===== config.mk =====
export PLATFORM = sky130hd
export DESIGN_NAME = fir_ctrl
export DESIGN_NICKNAME = d
export VERILOG_FILES = /design/src/rtl/fir_pkg.sv /design/src/rtl/fir_tap_arb.sv /design/src/rtl/fir_ctrl.sv
export SDC_FILE = /design/constraint.sdc
export NUM_CORES = 1
export LEC_CHECK = 0
export ABC_AREA = 1
export CAP_MARGIN = 20
export CORE_MARGIN = 3
export CORE_UTILIZATION = 33
export CTS_CLUSTER_SIZE = 24
export DETAILED_ROUTE_END_ITERATION = 10
export PLACE_DENSITY_LB_ADDON = 0.2
export SYNTH_ARGS = -nofsm -noshare
export SYNTH_HDL_FRONTEND = slang
export SYNTH_HIERARCHICAL = 1
export SYNTH_SLANG_ARGS = --single-unit

===== constraint.sdc =====
create_clock -name axis_clk -period 2.3 [get_ports axis_clk]
set_input_delay 0.46 -clock axis_clk [delete_from_list [all_inputs] [get_ports axis_clk]]
set_output_delay 0.46 -clock axis_clk [all_outputs]
set_load 0.005 [all_outputs]

===== src/rtl/fir_pkg.sv =====
// Shared register map, ap_ctrl bit positions and FSM encodings for the FIR
// control front-end.
package fir_pkg;

  localparam int unsigned AP_CTRL  = 32'h00;
  localparam int unsigned DATA_LEN = 32'h10;
  localparam int unsigned TAP_NUM  = 32'h14;
  localparam int unsigned TAP_BASE = 32'h80;

  localparam int AP_START_BIT = 0;
  localparam int AP_DONE_BIT  = 1;
  localparam int AP_IDLE_BIT  = 2;

  localparam logic [1:0] IDLE = 2'd0;
  localparam logic [1:0] RUN  = 2'd1;
  localparam logic [1:0] DONE = 2'd2;

  // True when a byte address falls inside the coefficient window.
  function automatic logic is_tap(input logic [31:0] addr, input int unsigned tap_max);
    return (addr >= TAP_BASE) && (addr < TAP_BASE + 4 * tap_max);
  endfunction

endpackage


===== src/rtl/fir_tap_arb.sv =====
// Single-port tap BRAM mux: the engine owns the port in RUN, AXI-Lite
// coefficient accesses use it otherwise.
module fir_tap_arb #(
  parameter int pADDR_WIDTH = 12,
  parameter int pDATA_WIDTH = 32
) (
  input  logic                   axis_clk,
  input  logic                   axis_rst_n,
  input  logic                   eng_own,
  input  logic [pADDR_WIDTH-1:0] eng_tap_A,
  input  logic                   wr_en,
  input  logic [pADDR_WIDTH-1:0] wr_addr,
  input  logic [pDATA_WIDTH-1:0] wr_data,
  input  logic                   rd_en,
  input  logic [pADDR_WIDTH-1:0] rd_addr,
  output logic                   rd_issued,
  output logic [3:0]             tap_WE,
  output logic                   tap_EN,
  output logic [pDATA_WIDTH-1:0] tap_Di,
  output logic [pADDR_WIDTH-1:0] tap_A
);

  // NOTE: every output gets a default before the priority chain, otherwise
  // the paths that leave it untouched would infer a latch.
  always_comb begin
    tap_WE = '0;
    tap_EN = 1'b0;
    tap_Di = '0;
    tap_A  = '0;
    if (eng_own) begin
      tap_EN = 1'b1;
      tap_A  = eng_tap_A;
    end else if (wr_en) begin
      tap_EN = 1'b1;
      tap_WE = 4'hF;
      tap_Di = wr_data;
      tap_A  = wr_addr;
    end else if (rd_en) begin
      tap_EN = 1'b1;
      tap_A  = rd_addr;
    end
  end

  // Marks the cycle in which tap_Do carries data for an AXI read.
  // NOTE: state updates use non-blocking assignments so every flop samples
  // pre-edge values regardless of block ordering.
  always_ff @(posedge axis_clk or negedge axis_rst_n) begin
    if (!axis_rst_n) rd_issued <= 1'b0;
    else             rd_issued <= rd_en && !eng_own && !wr_en;
  end

endmodule


===== src/rtl/fir_ctrl.sv =====
// AXI-Lite register front-end, ap_ctrl block FSM and tap BRAM ownership for
// the FIR engine.
module fir_ctrl
  import fir_pkg::*;
#(
  parameter int pADDR_WIDTH = 12,
  parameter int pDATA_WIDTH = 32,
  parameter int pTAP_MAX    = 32
) (
  input  logic                   axis_clk,
  input  logic                   axis_rst_n,
  input  logic                   awvalid,
  output logic                   awready,
  input  logic [pADDR_WIDTH-1:0] awaddr,
  input  logic                   wvalid,
  output logic                   wready,
  input  logic [pDATA_WIDTH-1:0] wdata,
  input  logic                   arvalid,
  output logic                   arready,
  input  logic [pADDR_WIDTH-1:0] araddr,
  output logic                   rvalid,
  input  logic                   rready,
  output logic [pDATA_WIDTH-1:0] rdata,
  output logic                   eng_start,
  input  logic                   eng_done,
  input  logic [pADDR_WIDTH-1:0] eng_tap_A,
  output logic [pDATA_WIDTH-1:0] cfg_data_length,
  output logic [pDATA_WIDTH-1:0] cfg_tap_num,
  output logic [3:0]             tap_WE,
  output logic                   tap_EN,
  output logic [pDATA_WIDTH-1:0] tap_Di,
  output logic [pADDR_WIDTH-1:0] tap_A,
  input  logic [pDATA_WIDTH-1:0] tap_Do
);

  localparam logic [pADDR_WIDTH-1:0] TAP_OFS = pADDR_WIDTH'(TAP_BASE);

  logic [1:0]             state;
  logic                   ap_start;
  logic                   aw_rdy;
  logic                   rd_busy;
  logic                   rd_s1;
  logic                   rd_issued;
  logic [pADDR_WIDTH-1:0] rd_addr_q;
  logic [pDATA_WIDTH-1:0] ap_ctrl_word;
  logic [pDATA_WIDTH-1:0] rd_word;

  wire idle    = (state == IDLE);
  wire wr_hs   = aw_rdy && awvalid && wvalid;
  wire ar_hs   = arready && arvalid;
  wire r_beat  = rvalid && rready;
  wire wr_pend = awvalid && wvalid && !aw_rdy;
  wire wr_tap  = wr_hs && idle && is_tap(32'(awaddr), pTAP_MAX);
  wire rd_tap  = ar_hs && idle && is_tap(32'(araddr), pTAP_MAX);

  assign awready = aw_rdy;
  assign wready  = aw_rdy;

  fir_tap_arb #(.pADDR_WIDTH(pADDR_WIDTH), .pDATA_WIDTH(pDATA_WIDTH)) u_arb (
    .axis_clk   (axis_clk),
    .axis_rst_n (axis_rst_n),
    .eng_own    (state == RUN),
    .eng_tap_A  (eng_tap_A),
    .wr_en      (wr_tap),
    .wr_addr    (awaddr - TAP_OFS),
    .wr_data    (wdata),
    .rd_en      (rd_tap),
    .rd_addr    (araddr - TAP_OFS),
    .rd_issued  (rd_issued),
    .tap_WE     (tap_WE),
    .tap_EN     (tap_EN),
    .tap_Di     (tap_Di),
    .tap_A      (tap_A)
  );

  always_comb begin
    ap_ctrl_word               = '0;
    ap_ctrl_word[AP_START_BIT] = ap_start;
    ap_ctrl_word[AP_DONE_BIT]  = (state == DONE);
    ap_ctrl_word[AP_IDLE_BIT]  = idle;
  end

  // Tap reads not served by the BRAM (engine busy) report all ones.
  always_comb begin
    rd_word = '0;
    if (rd_addr_q == pADDR_WIDTH'(AP_CTRL))       rd_word = ap_ctrl_word;
    else if (rd_addr_q == pADDR_WIDTH'(DATA_LEN)) rd_word = cfg_data_length;
    else if (rd_addr_q == pADDR_WIDTH'(TAP_NUM))  rd_word = cfg_tap_num;
    else if (is_tap(32'(rd_addr_q), pTAP_MAX))    rd_word = rd_issued ? tap_Do : '1;
  end

  // A pending AW+W pair blocks AR acceptance so the write always lands first.
  always_ff @(posedge axis_clk or negedge axis_rst_n) begin
    if (!axis_rst_n) begin
      aw_rdy    <= 1'b0;
      arready   <= 1'b0;
      rd_busy   <= 1'b0;
      rd_s1     <= 1'b0;
      rd_addr_q <= '0;
      rvalid    <= 1'b0;
      rdata     <= '0;
    end else begin
      aw_rdy  <= wr_pend;
      arready <= arvalid && !arready && !rd_busy && !wr_pend;
      rd_s1   <= ar_hs;
      if (ar_hs) begin
        rd_busy   <= 1'b1;
        rd_addr_q <= araddr;
      end else if (r_beat) begin
        rd_busy <= 1'b0;
      end
      if (rd_s1) begin
        rvalid <= 1'b1;
        rdata  <= rd_word;
      end else if (r_beat) begin
        rvalid <= 1'b0;
      end
    end
  end

  always_ff @(posedge axis_clk or negedge axis_rst_n) begin
    if (!axis_rst_n) begin
      cfg_data_length <= '0;
      cfg_tap_num     <= '0;
    end else if (wr_hs && idle) begin
      if (awaddr == pADDR_WIDTH'(DATA_LEN))
        cfg_data_length <= wdata;
      else if (awaddr == pADDR_WIDTH'(TAP_NUM))
        cfg_tap_num <= (wdata > pDATA_WIDTH'(pTAP_MAX)) ? pDATA_WIDTH'(pTAP_MAX) : wdata;
    end
  end

  // eng_start rises alongside ap_start and both clear as the FSM enters RUN.
  always_ff @(posedge axis_clk or negedge axis_rst_n) begin
    if (!axis_rst_n) begin
      state     <= IDLE;
      ap_start  <= 1'b0;
      eng_start <= 1'b0;
    end else begin
      eng_start <= 1'b0;
      case (state)
        IDLE: begin
          if (ap_start) begin
            state    <= RUN;
            ap_start <= 1'b0;
          end else if (wr_hs && awaddr == pADDR_WIDTH'(AP_CTRL) && wdata[AP_START_BIT]) begin
            ap_start  <= 1'b1;
            eng_start <= 1'b1;
          end
        end
        RUN:     if (eng_done) state <= DONE;
        DONE:    if (r_beat && rd_addr_q == pADDR_WIDTH'(AP_CTRL)) state <= IDLE;
        default: state <= IDLE;
      endcase
    end
  end

endmodule


# Yosys cells after proc, flatten, opt, wreduce, memory -nomap -nowiden
# Index checks and enable logic that the tools add are counted.
word_totals:
  regBits: 118
  latchBits: 0
  ram_bits: 0
  rom_bits: 0
  input_bits: 107
  output_inout_bits: 150
  word_cells: 93
  memories: 0
op_classes:
  addsub: 2
  n_mul: 0
  div: 0
  order_cmp: 7
  n_eq_ne: 9
  shifts: 0
  mux: 26
  n_bitwise: 1
  reduce_logical: 35
op_table:
  columns: ["cell", "n"]
  rows:
  - ["two-way mux 32 bit", 8]
  - ["equality test 12 x 5 -> 1 bit, second input constant", 4]
  - ["greater-or-equal comparator 12 x 8 -> 1 bit, second input constant", 3]
  - ["< comparator 12 x 9 -> 1 bit, second input constant", 3]
  - ["two-way mux 12 bit", 3]
  - ["greater-than comparator 32 x 6 -> 1 bit, second input constant", 1]
  - ["logical NOT 12 bit", 2]
  - ["subtractor 12 x 8 -> 12 bit, second input constant", 2]
  - ["logical AND 1 bit", 21]
  - ["two-way mux 1 bit", 9]
  - ["two-way mux 4 bit", 2]
  - ["logical NOT 1 bit", 6]
  - ["two-way mux 2 bit", 3]
  - ["case mux 2 bit (3 select lines)", 1]
  - ["AND reduction 3 bit", 2]
  - ["!= test 2 bit, second input constant", 2]
  - ["nonzero test 2 bit", 2]
  - ["equality test 2 x 1 -> 1 bit, second input constant", 1]
  - ["equality test 2 bit, second input constant", 1]
  - ["logical NOT 2 bit", 1]
  - ["!= test 2 x 1 -> 1 bit, second input constant", 1]
  - ["AND reduction 2 bit", 1]
  - ["NOT 1 bit", 1]

# Logic depth before layout (Yosys ltp)
logic_depth:
  ltp_word: 7
  depth_mapped: 11

# Modules after synthesis
# The synthesis kept the hierarchy.
by_module_without_submodules:
  columns: ["module", "instances", "cells_per_inst", "area_per_inst_um2", "seq_area_each_um2"]
  rows:
  - ["fir_ctrl", 1, 790, 5983.2, 2927.8]
  - ["fir_tap_arb", 1, 136, 770.7, 25.0]

# Worst setup path after synthesis
# Ideal clock, no wire load.
synth_timing:
  kind: "in2out"
  start: "input port awaddr[4]"
  end: "output port tap_WE[1]"
  t_arrival_ps: 1715
  setup_slack_ps: 125
  stages: 9
  cell_sequence: "or2_2 > nor2_1 > nand4_1 > a21oi_1 > buf_6 > buf_8 > nand2_1 > inv_1 > buf_4"
synth_between:
  elab_chain_len: 5
  elab_cells_between_ends: 6
synth_rtl:
  columns: ["item", "line_no", "rtl"]
  rows:
  - ["from (decl)", "fir_ctrl.sv:14", "input logic [pADDR_WIDTH-1:0] awaddr,"]
  - ["greater-or-equal comparator 12 x 8 -> 1 bit or < comparator 12 x 9 -> 1 bit (tied branches)", "fir_pkg.sv:20", "return (addr >= TAP_BASE) && (addr < TAP_BASE + 4 * tap_max);"]
  - ["logical AND 1 bit *", "fir_pkg.sv:20", null]
  - ["logical AND 1 bit *", "fir_ctrl.sv:53", "wire wr_tap = wr_hs && idle && is_tap(32'(awaddr), pTAP_MAX);"]
  - ["named net wr_tap", "fir_ctrl.sv:53", null]
  - ["two-way mux 4 bit *", "fir_tap_arb.sv:33", "end else if (wr_en) begin"]
  - ["two-way mux 4 bit *", "fir_tap_arb.sv:30", "if (eng_own) begin"]
  - ["to (decl)", "fir_ctrl.sv:29", "output logic [3:0] tap_WE,"]
# The timed path passes the listed nets; every way through them passes the cells marked *.

# Final worst setup path
layout_timing:
  start: "register state[0]"
  end: "output port tap_A[4]"
layout_between:
  elab_cells_between_ends: 9
layout_rtl:
  columns: ["item", "line_no", "rtl"]
  rows:
  - ["from (decl)", "fir_ctrl.sv:38", "logic [1:0] state;"]
  - ["from (signal assigned)", "fir_ctrl.sv:136", "state <= IDLE;"]
  - ["from (signal assigned)", "fir_ctrl.sv:144", "state <= RUN;"]
  - ["from (signal assigned)", "fir_ctrl.sv:151", "RUN: if (eng_done) state <= DONE;"]
  - ["logical NOT 2 bit", "fir_ctrl.sv:48", "wire idle = (state == IDLE);"]
  - ["logical AND 1 bit (2 in series)", "fir_ctrl.sv:53", null]
  - ["named net wr_tap", "fir_ctrl.sv:53", null]
  - ["two-way mux 12 bit", "fir_tap_arb.sv:33", null]
  - ["two-way mux 12 bit", "fir_tap_arb.sv:30", null]
  - ["to (decl)", "fir_ctrl.sv:32", "output logic [pADDR_WIDTH-1:0] tap_A,"]
# The timed path passes the listed nets, and every way through them passes these cells.

==> metrics.cfg <==
[setup_path]
startpoint_type = flop
r2r_slack_ns = 0.20
critPathKind = flop to output pin
crit_path_frequent_cell = buf_12
worstPathArrival_ns = 2.08
critPathCaptureType = output pin
r2r_end = cfg_tap_num[3]
critPathMaxFanout = 5
r2r_cells = 12
cpPeakStageDelay_ns = 0.40
cp_slowest_cell = dfrtp_1
path_cells = nor2_4 -> nand4_1 -> a21oi_4 -> buf_12 -> buf_12 -> buf_8 -> buf_12 -> nand3_2 -> nand3_2 -> buf_2
r2r_start = state[0]
cp.required_ns = 1.84

[power]
max-vdd-ir-drop_mv = 0.4074
p_leak_nw = 5.691
power_density_nw_per_um2 = 670.3

[global_routing]
grt.overflow.total = 0
grtUsageTotal = 0.2305
use_met3 = 0.04011
grt_max_degree = 59
grt_pass1_wl_mm = 40.00
grt_antenna_before_repair = 0
grt_pass1_vias = 7133
use_met2 = 0.3422
grt-busiest-layer = met2
use_met1 = 0.3420

[sta]
period_share = 1.106
hold_violations = 0
setup_tns_ns = -6.276
rsz0062_at_grt = true
clock.fmax_mhz = 392.9
skew_ns = 0.008417
max-slew-margin-rel = 0.4774
slew_violations = 0
setup_viol = 49
min_period_ns = 2.545
tightest_slew_ns = 0.7810
worst_slack_ns = -0.2449

[clock_tree]
clock_path_buffers = 2
cts_buffers = 17
clock-sinks = 118
h-tree-depth = 4
clk_pin_slew_ns = 0.06
cts_tree = built
cts_hold_buf = 0
cts_root_buf = clkbuf_16
clock_latency_ns = 0.42

[synthesis]
postSynthCellCount = 926
yosysSeqAreaShare = 0.4372
synth.net_count = 1037
synth_top_cell_by_area = dfrtp_1
ys_types = 34
synth_area_um2 = 6754
synth_top_area_frac = 0.4372
yosys_warnings = 6
syn_area_per_cell_um2 = 7.294
ys_ff_latch = 118
ys_top_cells_by_area = dfrtp_1, nand2_1, nor2_1, nand3_1, inv_1

[detailed_routing]
routed_wl_mm = 25.75
via_count = 7231
firstDrtPassIters = 5
viasPerCell = 4.729
drc = 0
first_iter_violations = 447
ant_nets = 0
wl_per_cell_um = 16.84

[die]
coreArea_um2 = 19780
dieArea_um2 = 22220
fp.dieH_um = 149.1
initial_core_util = 0.3414
die_w_um = 149.1
io_pins = 257
row_count = 51

[job]
maxCapViolCount = 0

[cells_and_area]
regArea_um2 = 2953
n_fill_cell = 1883
layout-drive-gt1-share = 0.2383
nets = 1361
layout_commonest_cell = nand2_1
area_delta_synth_final_pct = 62.63
layout_common_cells = nand2_1, clkdlybuf4s50_1, nor2_1
multi_input_area_um2 = 3405

[placement]
io_buffer_count = 256
gp_congestion = 0.8776
hpwl_mm = 18.44
place_ws_ns = -0.7590

[run_status]
status = finished, violations left
violations = setup timing

[min_path]
hp-class = input pin to asynchronous set/reset pin

worst max-delay path: cells and delay by family, from the launching register on:
family	cells	cell delay [ns]
flops	1	0.40
simple gates	4	0.48
compound gates	1	0.22
buf+inv	5	0.58
how the worst max path moves through the flow:
stage | from | endpoint | cells past startpoint
floorplan | awaddr[4] | tap_WE[1] | 9
global placement | awaddr[9] | tap_Di[6] | 8
detailed placement | awaddr[4] | tap_Di[12] | 9
CTS | state[1] | tap_A[4] | 11
global route | state[0] | tap_A[0] | 10
finish | state[0] | tap_A[4] | 10
routing by layer:
metal / wire length [um] / up-vias
met1: 12180 / 3349
met4: 574 / 0
met3: 1782 / 35
met5: 0 / -
met2: 11210 / 285
li1: - / 3562
final cells by class:
cell class / count / share of cell area
antenna: 1 / 0.0002278
clock buffer: 19 / 0.04123
clock inverter: 13 / 0.01572
inverter: 86 / 0.02984
multi-input combinational: 669 / 0.3099
sequential: 118 / 0.2688
tap: 265 / 0.03019
timing repair buffer: 358 / 0.3040
registers in the layout (all words and copies together), names as in the netlist:
signal,flops
cfg_tap_num,32
rdata,32
ap_start,1
rd_s1,1
u_arb/rd_issued,1
eng_start,1
rvalid,1
rd_busy,1
rd_addr_q,12
state,2
awready,1
cfg_data_length,32
arready,1
metrics by stage:
step | area (um^2) | hold slack, ns | instances | utilization | power [W]
floorplan | 6754 | 0.1644 | 926 | - | 0.003496
global placement | 9951 | 0.4525 | 1468 | 0.5030 | 0.004548
detailed placement | 9951 | 0.4647 | 1468 | 0.5030 | 0.004583
CTS | 10910 | 0.06858 | 1532 | 0.5514 | 0.007407
global route | 10980 | 0.09262 | 1528 | 0.5552 | 0.007756
finish | 10980 | 0.06114 | 1529 | 0.5553 | 0.007363
Yosys cell counts (all sizes together):
cell type,count
nand2,269
nor2,171
nand3,136
dfrtp,118
inv,85
o21ai,56
buf,43
clkbuf,10
nand4,7
nor3,6
xor2,6
or2,5
ha,4
o211ai,3
a21oi,2
clkinv,1
nand3b,1
nor3b,1
nor4b,1
o22ai,1
power by group:
group / switching, W / internal (W) / leakage [nW] / total (W)
clock network: 0.00102 / 0.00177 / 0.292 / 0.00279
registers: 0.000242 / 0.00243 / 1.47 / 0.00267
logic: 0.000941 / 0.000959 / 3.93 / 0.00190
total: 0.00220 / 0.00516 / 5.69 / 0.00736
timing repair:
| item | CTS | global route |
|---|---|---|
| setup endpoints to repair | 49 | 100 |
| gates cloned | 3 | 1 |
| gates resized for setup | 250 | 81 |
| pin swaps | 25 | 31 |
| setup buffers | 29 | 5 |
cell families (layout without fill, tap and decap cells):
| family | Yosys count | in the layout | share of synthesized area |
|---|---|---|---|
| adders and majority gates | 4 | 4 | 0.007410 |
| xor gates and xnor gates | 6 | 6 | 0.007781 |
| AOI/OAI and AO/OA | 62 | 62 | 0.04724 |
| and+or+nand+nor | 597 | 597 | 0.3976 |
| buffers and inverters | 139 | 476 | 0.1028 |
| DFF | 118 | 118 | 0.4372 |
| other | 0 | 1 | 0 |
(Power assumes the default switching activity.)
